--- src/rtl/pipeline_ctrl.sv ---
// Pipeline hazard and mult/div sequencing controller.
// Drives latch write enables, flushes and a stall-cycle counter.
module pipeline_ctrl (
  input  logic        clock,
  input  logic        reset,
  input  logic        dx_is_load,
  input  logic [4:0]  dx_rd,
  input  logic [4:0]  fd_rs,
  input  logic [4:0]  fd_rt,
  input  logic        fd_uses_rt,
  input  logic        branch_taken,
  input  logic        md_start,
  input  logic        md_ready,
  output logic        pc_wren,
  output logic        fd_wren,
  output logic        dx_wren,
  output logic        xm_wren,
  output logic        fd_flush,
  output logic        dx_flush,
  output logic        md_go,
  output logic        md_timeout,
  output logic [15:0] stall_cnt
);

  typedef enum logic [1:0] {
    RUN,
    MD_WAIT,
    MD_DONE
  } state_t;

  state_t      state_q, state_d;
  logic [5:0]  wcnt_q, wcnt_d;
  logic        timeout_q, timeout_d;
  logic [15:0] stall_q, stall_d;
  logic        lu;

  assign lu = dx_is_load & (dx_rd != 5'd0) &
              ((dx_rd == fd_rs) |
               (fd_uses_rt & (dx_rd == fd_rt)));

  assign md_timeout = timeout_q;
  assign stall_cnt  = stall_q;

  // Next state and per-cycle pipeline control
  always_comb begin
    state_d   = state_q;
    wcnt_d    = wcnt_q;
    timeout_d = timeout_q;
    pc_wren   = 1'b0;
    fd_wren   = 1'b0;
    dx_wren   = 1'b0;
    xm_wren   = 1'b0;
    fd_flush  = 1'b0;
    dx_flush  = 1'b0;
    md_go     = 1'b0;
    unique case (state_q)
      RUN: begin
        pc_wren = 1'b1;
        fd_wren = 1'b1;
        dx_wren = 1'b1;
        xm_wren = 1'b1;
        if (branch_taken) begin
          fd_flush = 1'b1;
          dx_flush = 1'b1;
        end else if (md_start) begin
          md_go   = 1'b1;
          pc_wren = 1'b0;
          fd_wren = 1'b0;
          dx_wren = 1'b0;
          xm_wren = 1'b0;
          state_d = MD_WAIT;
          wcnt_d  = 6'd0;
        end else if (lu) begin
          pc_wren  = 1'b0;
          fd_wren  = 1'b0;
          dx_flush = 1'b1;
        end
      end
      MD_WAIT: begin
        wcnt_d = wcnt_q + 6'd1;
        if (md_ready) begin
          state_d = MD_DONE;
        end else if (wcnt_q == 6'd63) begin
          timeout_d = 1'b1;
          state_d   = MD_DONE;
        end
      end
      MD_DONE: begin
        pc_wren = 1'b1;
        fd_wren = 1'b1;
        dx_wren = 1'b1;
        xm_wren = 1'b1;
        state_d = RUN;
        if (branch_taken) begin
          fd_flush = 1'b1;
          dx_flush = 1'b1;
        end else if (lu) begin
          pc_wren  = 1'b0;
          fd_wren  = 1'b0;
          dx_flush = 1'b1;
        end
      end
      default: state_d = RUN;
    endcase
    if (reset) begin
      pc_wren  = 1'b0;
      fd_wren  = 1'b0;
      dx_wren  = 1'b0;
      xm_wren  = 1'b0;
      fd_flush = 1'b0;
      dx_flush = 1'b0;
      md_go    = 1'b0;
    end
  end

  // Saturating count of cycles where the PC is held
  always_comb begin
    stall_d = stall_q;
    if (!pc_wren && (stall_q != 16'hFFFF))
      stall_d = stall_q + 16'd1;
  end

  // State registers
  always_ff @(posedge clock or posedge reset) begin
    if (reset) begin
      state_q   <= RUN;
      wcnt_q    <= 6'd0;
      timeout_q <= 1'b0;
      stall_q   <= 16'd0;
    end else begin
      state_q   <= state_d;
      wcnt_q    <= wcnt_d;
      timeout_q <= timeout_d;
      stall_q   <= stall_d;
    end
  end

endmodule
--- config.mk ---
export PLATFORM = sky130hd
export DESIGN_NAME = pipeline_ctrl
export DESIGN_NICKNAME = d
export VERILOG_FILES = /design/src/rtl/pipeline_ctrl.sv
export SDC_FILE = /design/constraint.sdc
export NUM_CORES = 1
export LEC_CHECK = 0
export CAP_MARGIN = 20
export CORE_MARGIN = 10
export CORE_UTILIZATION = 41
export CTS_CLUSTER_SIZE = 25
export DETAILED_ROUTE_END_ITERATION = 8
export GPL_TIMING_DRIVEN = 0
export HOLD_SLACK_MARGIN = 0.15
export PLACE_DENSITY = 0.87
export SYNTH_ARGS = -nofsm -noshare
export SYNTH_HDL_FRONTEND = slang
export SYNTH_SLANG_ARGS = --single-unit
--- constraint.sdc ---
create_clock -name clock -period 1.8 [get_ports clock]
set_clock_uncertainty 0.1 [all_clocks]
set_input_delay 0.27 -clock clock [delete_from_list [all_inputs] [get_ports clock]]
set_output_delay 0.27 -clock clock [all_outputs]
set_load 0.005 [all_outputs]
Word-level counts from Yosys, hierarchy flattened
Cells that the tools add are included.
Word-level totals
  flip-flop bits (word level): 25
  bits in latches: 0
  memory bits (writable): 0
  memory bits (read-only): 0
  output and inout bits: 24
  logic and storage cells: 60
  memories kept: 0
Cells by class
  add/subtract/negate cells: 2
  multipliers: 0
  divide/modulo/power cells: 0
  magnitude comparators: 0
  equal/unequal tests: 9
  shifts and indexed selects: 0
  muxes and demuxes: 31
  bitwise gates (word level): 5
  reduce and logical (&&, ||, !) cells: 9
Operators with widths (count)
  two-way mux 1 bit: 20
  adder 16 x 1 -> 16 bit, second input constant: 1
  inequality test 16 bit, second input constant: 1
  two-way mux 6 bit: 2
  one-hot mux 6 bit (2 select lines): 1
  == test 5 bit: 2
  AND reduction 3 bit: 3
  two-way mux 2 bit: 4
  adder 6 x 1 -> 6 bit, second input constant: 1
  == test 6 bit, second input constant: 1
  one-hot mux 1 bit (2 select lines): 3
  nonzero test 5 bit: 1
  inequality test 2 bit, second input constant: 2
  one-hot mux 2 bit (2 select lines): 1
  AND 1 bit: 3
  inequality test 3 bit, second input constant: 1
  == test 2 x 1 -> 1 bit, second input constant: 1
  == test 2 bit, second input constant: 1
  zero test 2 bit: 1
  nonzero test 2 bit: 1
  OR reduction 2 bit: 1
  logical AND 1 bit: 1
  zero test 1 bit: 1
  NOT 1 bit: 1
  bitwise OR 1 bit: 1

Logic depth before layout (Yosys ltp)
  depth in word-level cells: 11
  mapped depth: 7
  depth with buffers taken out: 7

Worst setup path before layout
OpenSTA, ideal clock, no wires.
  path type: register -> register
  from: register state_q[0]
  to: register stall_q[1] (netlist: stall_cnt[1])
  library setup time: 128 ps
  arrival time: 1697 ps
  required time: 1572 ps
  setup slack: -124 ps
  cell stages (with the launch flop): 6
  path through: dfrtp_1 -> or3b_2 -> o211ai_2 -> a31oi_1 -> a21oi_4 -> mux2_1
On the way
  word-level cells in the longest chain between the ends: 5
  elaborated cells on any way between the ends: 6
  classes of those cells: eq/ne: 1; mux: 2; reduce/logical: 3
Ends and longest elaborated chain
  start: declaration: line 31  | state_t state_q, state_d;
  start signal: assignment: line 131  | state_q <= state_d;
  == test 2 bit or zero test 2 bit (tied branches): line 56  | unique case (state_q)
  one-hot mux 1 bit (2 select lines) (*): line 56
  two-way mux 1 bit (*): line 105  | if (reset) begin
  zero test 1 bit (*): line 119  | if (!pc_wren && (stall_q != 16'hFFFF))
  logical AND 1 bit (*): line 119
  end signal: assignment: line 134  | stall_q <= stall_d;
  end: declaration: line 34  | logic [15:0] stall_q, stall_d;
Every way passes the cells marked *; elsewhere a longest branch is shown, timed or not.
A chain may end at the register's enable or synchronous reset.

Worst setup path after layout
  from: input port dx_rd[4]
  to: output port pc_wren
On the way
  word-level cells in the longest chain between the ends: 9
  elaborated cells on any way between the ends: 13
  classes of those cells: eq/ne: 2; mux: 6; bitwise: 4; reduce/logical: 1
Ends and longest elaborated chain
  start: declaration: line 7  | input logic [4:0] dx_rd,
  == test 5 bit: line 39  | (fd_uses_rt & (dx_rd == fd_rt)));
  AND 1 bit: line 39
  bitwise OR 1 bit: line 38  | ((dx_rd == fd_rs) |
  AND 1 bit (*): line 37  | assign lu = dx_is_load & (dx_rd != 5'd0) &
  two-way mux 1 bit (*): line 73, 97
  two-way mux 1 bit: line 65  | end else if (md_start) begin
  two-way mux 1 bit: line 62  | if (branch_taken) begin
  one-hot mux 1 bit (2 select lines) (*): line 56
  two-way mux 1 bit (*): line 105
  end: declaration: line 14  | output logic pc_wren,
Marks and branches as above.

==> impl_metrics.json <==
{
  "status": "complete, but fails checks",
  "violations": "setup timing",
  "drv_cap": 0,
  "synth_fp_nets": 169,
  "ys_seq_elements": 25,
  "layout_common_cells": "dfrtp_1 (23), clkdlybuf4s50_1 (19), buf_4 (19), xnor2_1 (15)",
  "mostFrequentLayoutCell": "dfrtp_1",
  "final_cells": 265,
  "grtUsageTotal_pct": 13.3,
  "slowest_stage": "or4_4",
  "fillers": 250,
  "critPathCaptureType": "output port",
  "p_leak_uw": 0.00105,
  "viasPerCell": 5.06,
  "regArea_um2": 628,
  "synth-async-reset-ratio_pct": 100,
  "clock-root-buffer": "clkbuf_4",
  "crit_path_max_fanout": 2,
  "met1_usage_pct": 13.9,
  "path_delay_family": "simple AND/OR/NAND/NOR gates",
  "worstMarginPinSlew_ns": 0.921,
  "busiest_layer": "met2",
  "postLayoutCellArea_um2": 2400,
  "place.gp.congestion": 0.804,
  "diodes": 0,
  "cp-start-kind": "input pin",
  "power_density_nw_per_um2": 932,
  "layout-drive-gt1-share_pct": 36.5,
  "vdd_drop_max_mv": 0.653,
  "start_util_pct": 42.1,
  "cts_sinks": 25,
  "antenna_left": 0,
  "ys_warn_count": 0,
  "finalSetupViolCount": 13,
  "drt_iter0_markers": 42,
  "use_met3_pct": 4.56,
  "clock_tree.buffer_depth": 2,
  "dieArea_um2": 6130,
  "syn_avg_cell_area_um2": 9.60,
  "placed_area_um2": 1920,
  "pin_count": 46,
  "cts_hold_buf": 0,
  "finalHoldViolCount": 0,
  "grt_pass1_wl_mm": 6.67,
  "rsz0062_at_grt": "yes",
  "clock_latency_ns": 0.31,
  "worst_ep_arrival_time_ns": 1.61,
  "multi_input_area_um2": 970,
  "min-delay-path-class": "in -> async",
  "ys.flop_type": "dfrtp_1",
  "synth-edff-count": 0,
  "grt_max_degree": 26,
  "crit_type": "in -> out",
  "critPathBufInv": 4,
  "io_buffers": 45,
  "synthesis.area_um2": 1390,
  "antenna_found_initial": 0,
  "synthCells": 145,
  "die_h_um": 78.3,
  "fmaxAchievable_mhz": 505,
  "synth_cell_type_count": 34,
  "syn_to_final_growth_pct": 72.1,
  "slew_headroom_pct": 38.5,
  "die_w_um": 78.3,
  "core_um2": 3310,
  "wire_per_inst_um": 15.7,
  "dr_total_vias": 1342,
  "rows": 21,
  "drcViolationCount": 0,
  "fin_ws_ns": -0.181,
  "numCtsBuffers": 3,
  "grt_pass1_vias": 1367,
  "drtPass1Iterations": 4,
  "dp.cells": 236,
  "grt_use_met2_pct": 25.3,
  "slowest_delay_ns": 0.53,
  "cts_tree": "done",
  "dp_hpwl_mm": 2.77,
  "cp.required_ns": 1.43,
  "crit_top_cell": "buf_6",
  "fin_crit_ns": 1.98,
  "yosysSeqAreaShare_pct": 44.9,
  "timing.final.crit_share_pct": 110,
  "crit_chain": "buf_8 -> or4_4 -> o211a_1 -> buf_6 -> a21oi_4 -> buf_6 -> buf_6",
  "finalWirelength_mm": 4.17,
  "slew_violations": 0,
  "htreeDepth": 1,
  "clk_pin_slew_ns": 0.13,
  "num-nets-final": 244,
  "overflow": 0
}
==> cell families (layout without fill, tap and decap cells) <==
family | after synthesis | in the layout | synth area share (%)
AOI/OAI and AO/OA | 20 | 20 | 10.2
xor gates and xnor gates | 25 | 25 | 15.7
adders and majority gates | 2 | 2 | 1.80
buffers and inverters | 11 | 85 | 3.50
DFF | 25 | 25 | 44.9
muxes | 3 | 3 | 2.25
and+or+nand+nor | 59 | 59 | 21.6
==> layout make-up <==
class / instances / share of cell area [%]
Buffer: 2 / 0.939
Clock buffer: 4 / 1.10
Inverter: 8 / 1.36
Multi-Input combinational cell: 109 / 40.4
Sequential cell: 25 / 26.2
Tap cell: 46 / 2.40
Timing Repair Buffer: 71 / 27.6
==> cell usage after synthesis (2+ instances only) <==
cell,count,share of area (%)
a21o_1,2,1.1
a21oi_1,4,1.4
a22o_1,2,1.3
a31oi_1,2,0.90
and3_1,2,0.90
and4_1,2,1.3
buf_4,2,1.1
dfrtp_1,25,45
ha_1,2,1.8
inv_1,8,2.2
mux2i_1,2,1.4
nand2_1,11,3.0
nand2b_1,2,0.90
nand3_1,9,3.2
nand4_1,6,2.7
nor2_1,16,4.3
nor3_1,5,1.8
o21ai_0,4,1.4
xnor2_1,18,11
xor2_1,7,4.4
==> path summary, 6_finish.rpt <==
kind                       startpoint           end  slack [ns]  depth (start not counted)
setup / recovery             dx_rd[4]       pc_wren       -0.18                          7
hold / removal                  reset  stall_cnt[7]        0.25                          2
setup reg to reg           state_q[0]  stall_cnt[1]       -0.13                          7
hold reg to reg            md_timeout    md_timeout        0.39                          1
max in group asynchronous       reset  stall_cnt[8]        0.73                          2
min in group clock         md_timeout    md_timeout        0.39                          1
==> per-layer routing <==
| metal | vias to the layer above | share of wire, % |
|---|---|---|
| met4 | 0 | 0.46 |
| li1 | 652 | - |
| met2 | 25 | 55 |
| met1 | 661 | 40 |
| met5 | - | 0 |
| met3 | 4 | 5.0 |
==> sequential cells by signal, indices dropped and copies added, names as in the netlist <==
signal,cells
md_timeout,1
wcnt_q,6
state_q,2
stall_cnt,16
==> what timing repair did <==
item	in CTS	in global routing
setup buffers	22	4
pin swaps	35	22
setup endpoints to repair	23	24
resized for setup	103	26
==> where the power goes <==
part	internal, uW	switching (uW)	total [uW]
registers	708	143	851
clock network	86.6	161	248
logic	638	497	1140
total	1430	801	2230
==> metrics by stage <==
stage	TNS, ns	util (%)	power, uW	hold WS (ns)	worst slack, ns
2_1_floorplan	-0.0792	-	1240	0.197	-0.0649
3_3_place_gp	-13.50	58.0	1620	0.340	-0.938
3_5_place_dp	-13.83	58.0	1650	0.344	-0.940
4_1_cts	-0.948	68.1	2120	0.254	-0.177
5_1_grt	-1.93	72.4	2390	0.305	-0.229
6_report	-1.12	72.4	2230	0.247	-0.181
Note: power is estimated with default switching activity, not from simulation.
